<file path="src/rtl/loop_controller_if.sv">
// Bracket-op, redirect and scan-stream signals for the loop controller.
// No logic; a bundle only.
// The master side presents ops and scan opcodes; the slave side answers with acks and redirects.
interface loop_controller_if #(
  parameter int IA_WIDTH = 12,
  parameter int ID_WIDTH = 8,
  parameter int SP_WIDTH = 4
);
  logic                br_valid;
  logic                br_close;
  logic [IA_WIDTH-1:0] br_pc;
  logic                br_zero;
  logic                br_ack;
  logic                pc_load;
  logic [IA_WIDTH-1:0] pc_d;
  logic                flush;
  logic                sc_valid;
  logic [ID_WIDTH-1:0] sc_opcode;
  logic                sc_ack;
  logic                scanning;
  logic [SP_WIDTH:0]   depth;
  logic                halted;
  logic                err_overflow;
  logic                err_underflow;

  modport master (
    output br_valid, br_close, br_pc, br_zero, sc_valid, sc_opcode,
    input  br_ack, pc_load, pc_d, flush, sc_ack, scanning, depth,
           halted, err_overflow, err_underflow
  );

  modport slave (
    input  br_valid, br_close, br_pc, br_zero, sc_valid, sc_opcode,
    output br_ack, pc_load, pc_d, flush, sc_ack, scanning, depth,
           halted, err_overflow, err_underflow
  );
endinterface

</file>
<file path="src/rtl/loop_controller.sv">
// Loop head stack and bracket sequencer: push on '[', redirect on taken ']', scan over skipped loops.
// br_ack/pc_load/flush are registered, one cycle after br_valid is sampled; sc_ack is combinational.
// An op is held by the requester until br_ack; an asserted br_ack blocks re-accepting the same op.
module loop_controller #(
  parameter int IA_WIDTH    = 12,
  parameter int ID_WIDTH    = 8,
  parameter int STACK_DEPTH = 16,
  parameter int SP_WIDTH    = 4,
  parameter int NEST_WIDTH  = 8
) (
  input logic              clk,
  input logic              reset,
  loop_controller_if.slave bus
);

  typedef enum logic [1:0] {S_IDLE, S_SCAN, S_HALT} state_t;

  localparam logic [SP_WIDTH:0]     SP_FULL   = (SP_WIDTH+1)'(STACK_DEPTH);
  localparam logic [SP_WIDTH:0]     SP_ONE    = (SP_WIDTH+1)'(1);
  localparam logic [NEST_WIDTH-1:0] NEST_ONE  = NEST_WIDTH'(1);
  localparam logic [ID_WIDTH-1:0]   OP_OPEN   = ID_WIDTH'(8'h5B);
  localparam logic [ID_WIDTH-1:0]   OP_CLOSE  = ID_WIDTH'(8'h5D);

  state_t                state_q, state_d;
  logic [SP_WIDTH:0]     sp_q, sp_d;
  logic [NEST_WIDTH-1:0] nest_q, nest_d;
  logic                  ack_q, ack_d;
  logic                  load_q, load_d;
  logic                  flush_q, flush_d;
  logic [IA_WIDTH-1:0]   pcd_q, pcd_d;
  logic                  ovf_q, ovf_d;
  logic                  unf_q, unf_d;
  logic                  push;
  logic [SP_WIDTH-1:0]   rd_idx;
  logic [IA_WIDTH-1:0]   stack [STACK_DEPTH];

  // Top-of-stack index; wraps to the last slot when the stack is full.
  assign rd_idx = sp_q[SP_WIDTH-1:0] - SP_WIDTH'(1);

  // State register.
  always_ff @(posedge clk or negedge reset) begin
    if (!reset) state_q <= S_IDLE;
    else        state_q <= state_d;
  end

  // Next-state and datapath decisions for bracket ops and scan opcodes.
  always_comb begin
    state_d = state_q;
    sp_d    = sp_q;
    nest_d  = nest_q;
    ack_d   = 1'b0;
    load_d  = 1'b0;
    flush_d = 1'b0;
    pcd_d   = pcd_q;
    ovf_d   = ovf_q;
    unf_d   = unf_q;
    push    = 1'b0;
    case (state_q)
      S_IDLE: begin
        if (bus.br_valid && !ack_q) begin
          if (!bus.br_close) begin
            if (bus.br_zero) begin
              ack_d   = 1'b1;
              flush_d = 1'b1;
              nest_d  = NEST_ONE;
              state_d = S_SCAN;
            end else if (sp_q == SP_FULL) begin
              ovf_d   = 1'b1;
              state_d = S_HALT;
            end else begin
              push  = 1'b1;
              sp_d  = sp_q + SP_ONE;
              ack_d = 1'b1;
            end
          end else if (sp_q == '0) begin
            unf_d   = 1'b1;
            state_d = S_HALT;
          end else if (bus.br_zero) begin
            sp_d  = sp_q - SP_ONE;
            ack_d = 1'b1;
          end else begin
            // Loop taken: resume just after the '[', head stays stacked.
            pcd_d   = stack[rd_idx] + IA_WIDTH'(1);
            load_d  = 1'b1;
            flush_d = 1'b1;
            ack_d   = 1'b1;
          end
        end
      end
      S_SCAN: begin
        if (bus.sc_valid) begin
          if (bus.sc_opcode == OP_OPEN) begin
            if (&nest_q) begin
              ovf_d   = 1'b1;
              state_d = S_HALT;
            end else begin
              nest_d = nest_q + NEST_ONE;
            end
          end else if (bus.sc_opcode == OP_CLOSE) begin
            nest_d = nest_q - NEST_ONE;
            if (nest_q == NEST_ONE) state_d = S_IDLE;
          end
        end
      end
      S_HALT:  ;
      default: state_d = S_IDLE;
    endcase
  end

  // Stack pointer, nesting counter, strobes and sticky error flags.
  always_ff @(posedge clk or negedge reset) begin
    if (!reset) begin
      sp_q    <= '0;
      nest_q  <= '0;
      ack_q   <= 1'b0;
      load_q  <= 1'b0;
      flush_q <= 1'b0;
      pcd_q   <= '0;
      ovf_q   <= 1'b0;
      unf_q   <= 1'b0;
    end else begin
      sp_q    <= sp_d;
      nest_q  <= nest_d;
      ack_q   <= ack_d;
      load_q  <= load_d;
      flush_q <= flush_d;
      pcd_q   <= pcd_d;
      ovf_q   <= ovf_d;
      unf_q   <= unf_d;
    end
  end

  // Loop head storage; contents are meaningless above sp, so no reset.
  always_ff @(posedge clk) begin
    if (push) stack[sp_q[SP_WIDTH-1:0]] <= bus.br_pc;
  end

  // Outputs derived from state and registered strobes.
  always_comb begin
    bus.br_ack        = ack_q;
    bus.pc_load       = load_q;
    bus.pc_d          = pcd_q;
    bus.flush         = flush_q;
    bus.scanning      = (state_q == S_SCAN);
    bus.sc_ack        = (state_q == S_SCAN);
    bus.halted        = (state_q == S_HALT);
    bus.depth         = sp_q;
    bus.err_overflow  = ovf_q;
    bus.err_underflow = unf_q;
  end

endmodule

</file>
<file path="src/flat_wrapper.sv">
// flat-port wrapper written by rule: the top's interface ports become plain ports
module loop_controller_flat 
#(
  parameter int IA_WIDTH    = 12,
  parameter int ID_WIDTH    = 8,
  parameter int STACK_DEPTH = 16,
  parameter int SP_WIDTH    = 4,
  parameter int NEST_WIDTH  = 8
)
  (clk, reset, bus_br_valid, bus_br_close, bus_br_pc, bus_br_zero, bus_sc_valid, bus_sc_opcode, bus_br_ack, bus_pc_load, bus_pc_d, bus_flush, bus_sc_ack, bus_scanning, bus_depth, bus_halted, bus_err_overflow, bus_err_underflow);
  loop_controller_if #(.IA_WIDTH(IA_WIDTH), .ID_WIDTH(ID_WIDTH), .SP_WIDTH(SP_WIDTH)) bus_i ();
  input logic clk;
  input logic reset;
  input wire logic [$bits(bus_i.br_valid)-1:0] bus_br_valid;
  input wire logic [$bits(bus_i.br_close)-1:0] bus_br_close;
  input wire logic [$bits(bus_i.br_pc)-1:0] bus_br_pc;
  input wire logic [$bits(bus_i.br_zero)-1:0] bus_br_zero;
  input wire logic [$bits(bus_i.sc_valid)-1:0] bus_sc_valid;
  input wire logic [$bits(bus_i.sc_opcode)-1:0] bus_sc_opcode;
  output wire logic [$bits(bus_i.br_ack)-1:0] bus_br_ack;
  output wire logic [$bits(bus_i.pc_load)-1:0] bus_pc_load;
  output wire logic [$bits(bus_i.pc_d)-1:0] bus_pc_d;
  output wire logic [$bits(bus_i.flush)-1:0] bus_flush;
  output wire logic [$bits(bus_i.sc_ack)-1:0] bus_sc_ack;
  output wire logic [$bits(bus_i.scanning)-1:0] bus_scanning;
  output wire logic [$bits(bus_i.depth)-1:0] bus_depth;
  output wire logic [$bits(bus_i.halted)-1:0] bus_halted;
  output wire logic [$bits(bus_i.err_overflow)-1:0] bus_err_overflow;
  output wire logic [$bits(bus_i.err_underflow)-1:0] bus_err_underflow;
  assign bus_i.br_valid = bus_br_valid;
  assign bus_i.br_close = bus_br_close;
  assign bus_i.br_pc = bus_br_pc;
  assign bus_i.br_zero = bus_br_zero;
  assign bus_i.sc_valid = bus_sc_valid;
  assign bus_i.sc_opcode = bus_sc_opcode;
  assign bus_br_ack = bus_i.br_ack;
  assign bus_pc_load = bus_i.pc_load;
  assign bus_pc_d = bus_i.pc_d;
  assign bus_flush = bus_i.flush;
  assign bus_sc_ack = bus_i.sc_ack;
  assign bus_scanning = bus_i.scanning;
  assign bus_depth = bus_i.depth;
  assign bus_halted = bus_i.halted;
  assign bus_err_overflow = bus_i.err_overflow;
  assign bus_err_underflow = bus_i.err_underflow;
  loop_controller #(.IA_WIDTH(IA_WIDTH), .ID_WIDTH(ID_WIDTH), .STACK_DEPTH(STACK_DEPTH), .SP_WIDTH(SP_WIDTH), .NEST_WIDTH(NEST_WIDTH)) u_core (.clk(clk), .reset(reset), .bus(bus_i));
endmodule
</file>
<file path="config.mk">
export PLATFORM = sky130hd
export DESIGN_NAME = loop_controller_flat
export DESIGN_NICKNAME = d
export VERILOG_FILES = /design/src/rtl/loop_controller_if.sv /design/src/rtl/loop_controller.sv /design/src/flat_wrapper.sv
export SDC_FILE = /design/constraint.sdc
export NUM_CORES = 1
export LEC_CHECK = 0
export ABC_AREA = 1
export BUFFER_PORTS_ARGS = -buffer_cell sky130_fd_sc_hd__buf_4
export CAP_MARGIN = 20
export CORE_UTILIZATION = 40
export CTS_CLUSTER_DIAMETER = 80
export CTS_CLUSTER_SIZE = 8
export DETAILED_ROUTE_END_ITERATION = 10
export HOLD_SLACK_MARGIN = 0.15
export MAX_ROUTING_LAYER = met4
export PLACE_DENSITY = 0.57
export SETUP_SLACK_MARGIN = 0.1
export SLEW_MARGIN = 20
export SYNTH_ARGS = -nofsm -noshare
export SYNTH_HDL_FRONTEND = slang
export SYNTH_SLANG_ARGS = --single-unit
</file>
<file path="constraint.sdc">
create_clock -name clk -period 4.1 [get_ports clk]
set_input_delay 0.615 -clock clk [delete_from_list [all_inputs] [get_ports clk]]
set_output_delay 0.615 -clock clk [all_outputs]
set_load 0.02 [all_outputs]
</file>
==> metrics.txt <==
flop2flop setup slack between 900 and 1000 ps; Setup Skew a little under 10 ps; num rows 57; Setup crit end kind flop; fmax ~0.32 GHz; DR iter-0 viols 437; Reg area 0.00657 mm2; Die Span Y ~160 um; global route overflow 0; # fillers 2253; Critical Path Slowest Stage Cell dfrtp_4; First-pass DRT Iterations 5; Post-CTS Setup Inserts 0; Netlist Area Pre-Place about 0.01 mm2; area grow syn2layout 15.0%; initial core utilization between 40% and 50%; Slew Limit Fails 0; Synth Register Bits 224; outcome finished, final reports clean; layout cell share with drive strength beyond 1 between 10% and 20%; Min-Delay Path Class in2reg; clk_lat worst skew 550 ps; core area approximately 0.024 mm2; proportion of synthesized area in mux cells 0%; Synth Area in Compound Gates slightly above 4%; WL/cell roughly 18 um; total negative setup slack 0 ps; Worst path max stage delay 600 ps; asr flop ratio synth 14.3%; post-route DRC violation count 0; min cycle time layout 3170 ps; ant diodes 0; Ports around 50; CTS H-Tree Depth 1; Synth Flop Type edfxtp_1; simple logic cell fraction of the synthesized area roughly 23%; pwr/cell area 415 mW/mm2; startpoint types flop; yosys warns 0; Setup Viol. Count Final 0; Nets 1026; Mapped Nets 959; largest net degree at the start of global routing 82; Fin. Hold Viols 0; Cell Chain, Critical Path inv_6 -> ha_2 -> inv_1 -> nand2_2 -> nand2_4 -> inv_6 -> nand3_1 -> nand3_1 -> nand2_1 -> inv_2 -> ha_1 -> inv_1 -> nor2_2 -> nand3_2 -> nor2_1 -> nand2_1 -> nand3_1 -> nand2_1; Min-Delay Endpoint u_core.bus.flush; Max Cap Viol 0; RR Startpoint u_core.bus.depth[0]; CTS sink count roughly 220; routed vias 6831; Crit Path Max Fanout 29; Die ar. 0.0258 mm2; slew margin rel. 39.3%; largest family of logic cells by synthesized area simple AND/OR/NAND/NOR gates; TritonCTS clock tree yes; Worst Reg-to-Reg Cells 18; sequential share of the synthesized area 65.3%; post-DP HPWL 13900 um; final cycle utilization of the critical path 77.3%; first-pass GRT wire length between 30000 and 40000 um; Reg clk slew, reported paths 60 ps; hold-critical path depth 2; Worst VDD drop 0.000315 V; commonest cells after routing, fill and taps aside nand2_1 (228), edfxtp_1 (192), nand3_1 (152), nor2_1 (83), buf_4 (72); adder-cell share of the synthesized area 1.94%; XOR/XNOR share of the synthesized area 0.871%; CTS Buf Count 31; Hold Path Origin bus_br_close; vias in the first global route approximately 6600; Avg Inst Size Synth 11.0 um2; commonest non-fill, non-tap cell in the layout nand2_1; Detailed Route WL between 20000 and 25000 um; Max Root-Sink Buffers 3; kind of critical path reg2reg; Port Buffers 50; post-route ant nets 0; Data required, critical path 4540 ps; Core Util, Final 47.3%; Total Routing Usage GR 19.3%; root buffer selected by CTS clkbuf_16; unrepaired setup endpoints after global routing no; die width 161 um; Gate Count Post-Synth 918; GP Congestion just over 0.8; area of the multi-input gates around 0.003 mm2; EDFF count, synth 192; dominant cell type by area after synthesis edfxtp_1; Synth top area share 57.3%; Vias/cell about 5.2; reg2reg end u_core.bus.pc_d[8]; initial antenna violation count 0; Worst Path Arrival between 3000 and 4000 ps; slew of the pin with the lowest slew margin 910 ps; Netlist cell types 39; Area contributors post-synth edfxtp_1 (57%), nand2_1 (8.5%), dfrtp_1 (8.0%); Total Power 4.80 mW; P_leak 4.40 nW
[critical path, delay by kind of cell (launching register included)]
| kind | cells | cell delay, ps |
|---|---|---|
| simple gates | 11 | 1190 |
| buf+inv | 5 | 780 |
| flops | 1 | 600 |
| fa+ha+maj | 2 | 440 |
[where the power goes]
| group | internal (mW) | switching (mW) |
|---|---|---|
| clock network | 1.36 | 0.895 |
| logic | 0.0223 | 0.0454 |
| registers | 2.48 | 0 |
[worst max path at each step]
stage | startpoint | end | cells past startpoint
detailed placement | u_core.bus.depth[0] | u_core.bus.pc_d[8] | 18
global route | u_core.bus.depth[0] | u_core.bus.pc_d[8] | 18
floorplan | u_core.bus.depth[0] | u_core.bus.pc_d[4] | 19
finish | u_core.bus.depth[0] | u_core.bus.pc_d[8] | 18
global placement | u_core.bus.depth[0] | u_core.bus.pc_d[8] | 18
CTS | u_core.bus.depth[0] | u_core.bus.pc_d[8] | 18
[flip-flops by register name, indices dropped and copies added, names as in the netlist]
signal	flops
u_core.bus.err_underflow	1
u_core.bus.pc_d	12
u_core.bus.depth	5
u_core.nest_q	8
u_core.bus.err_overflow	1
u_core.state_q	2
u_core.bus.br_ack	1
u_core.stack	192
u_core.bus.pc_load	1
u_core.bus.flush	1
[through the flow]
stage,cell area (um2),hold slack [ps],cells,setup WS [ps]
final,11600,347,1318,929
after global routing,11600,344,1318,681
after CTS,11600,335,1318,934
after detailed placement,10700,462,1275,957
after global placement,10700,458,1275,1000
after floorplan,10100,319,918,1060
[final cells by class]
type	count	area share, %
clock inverter	1	0.173
tap	324	3.50
timing repair buffer	73	4.76
clock buffer	41	7.03
multi-input combinational	607	26.1
inverter	48	1.64
sequential	224	56.8
[synth_stat cells, drive strengths merged, types with 2 or more instances]
library cell  count
nand2           240
edfxtp          192
nand3           165
nor2             91
inv              48
o21ai            47
buf              33
dfrtp            32
ha               14
a21oi             8
nor3              7
o211ai            7
clkbuf            6
xor2              6
nand4             4
xnor2             4
a211oi            3
o22ai             3
o221ai            2
[layer usage]
metal / up-vias / global-route usage [%] / wire (um)
met5: - / - / 0
met3: 34 / 2.84 / 1160
met2: 176 / 31.6 / 11300
li1: 3303 / - / -
met1: 3318 / 25.2 / 10900
met4: 0 / 5.28 / 494
[logic make-up after synthesis]
logic type                 Yosys count
AOI/OAI and AO/OA                   73
xor gates and xnor gates            10
DFF                                224
adders and majority gates           15
and+or+nand+nor                    509
buffers and inverters               87
[what timing repair did]
item	in CTS	in global routing
hold buffers	1	0
gates resized for setup	0	0
hold endpoints to repair	32	0
No activity file was read; power rests on OpenSTA's default activity.
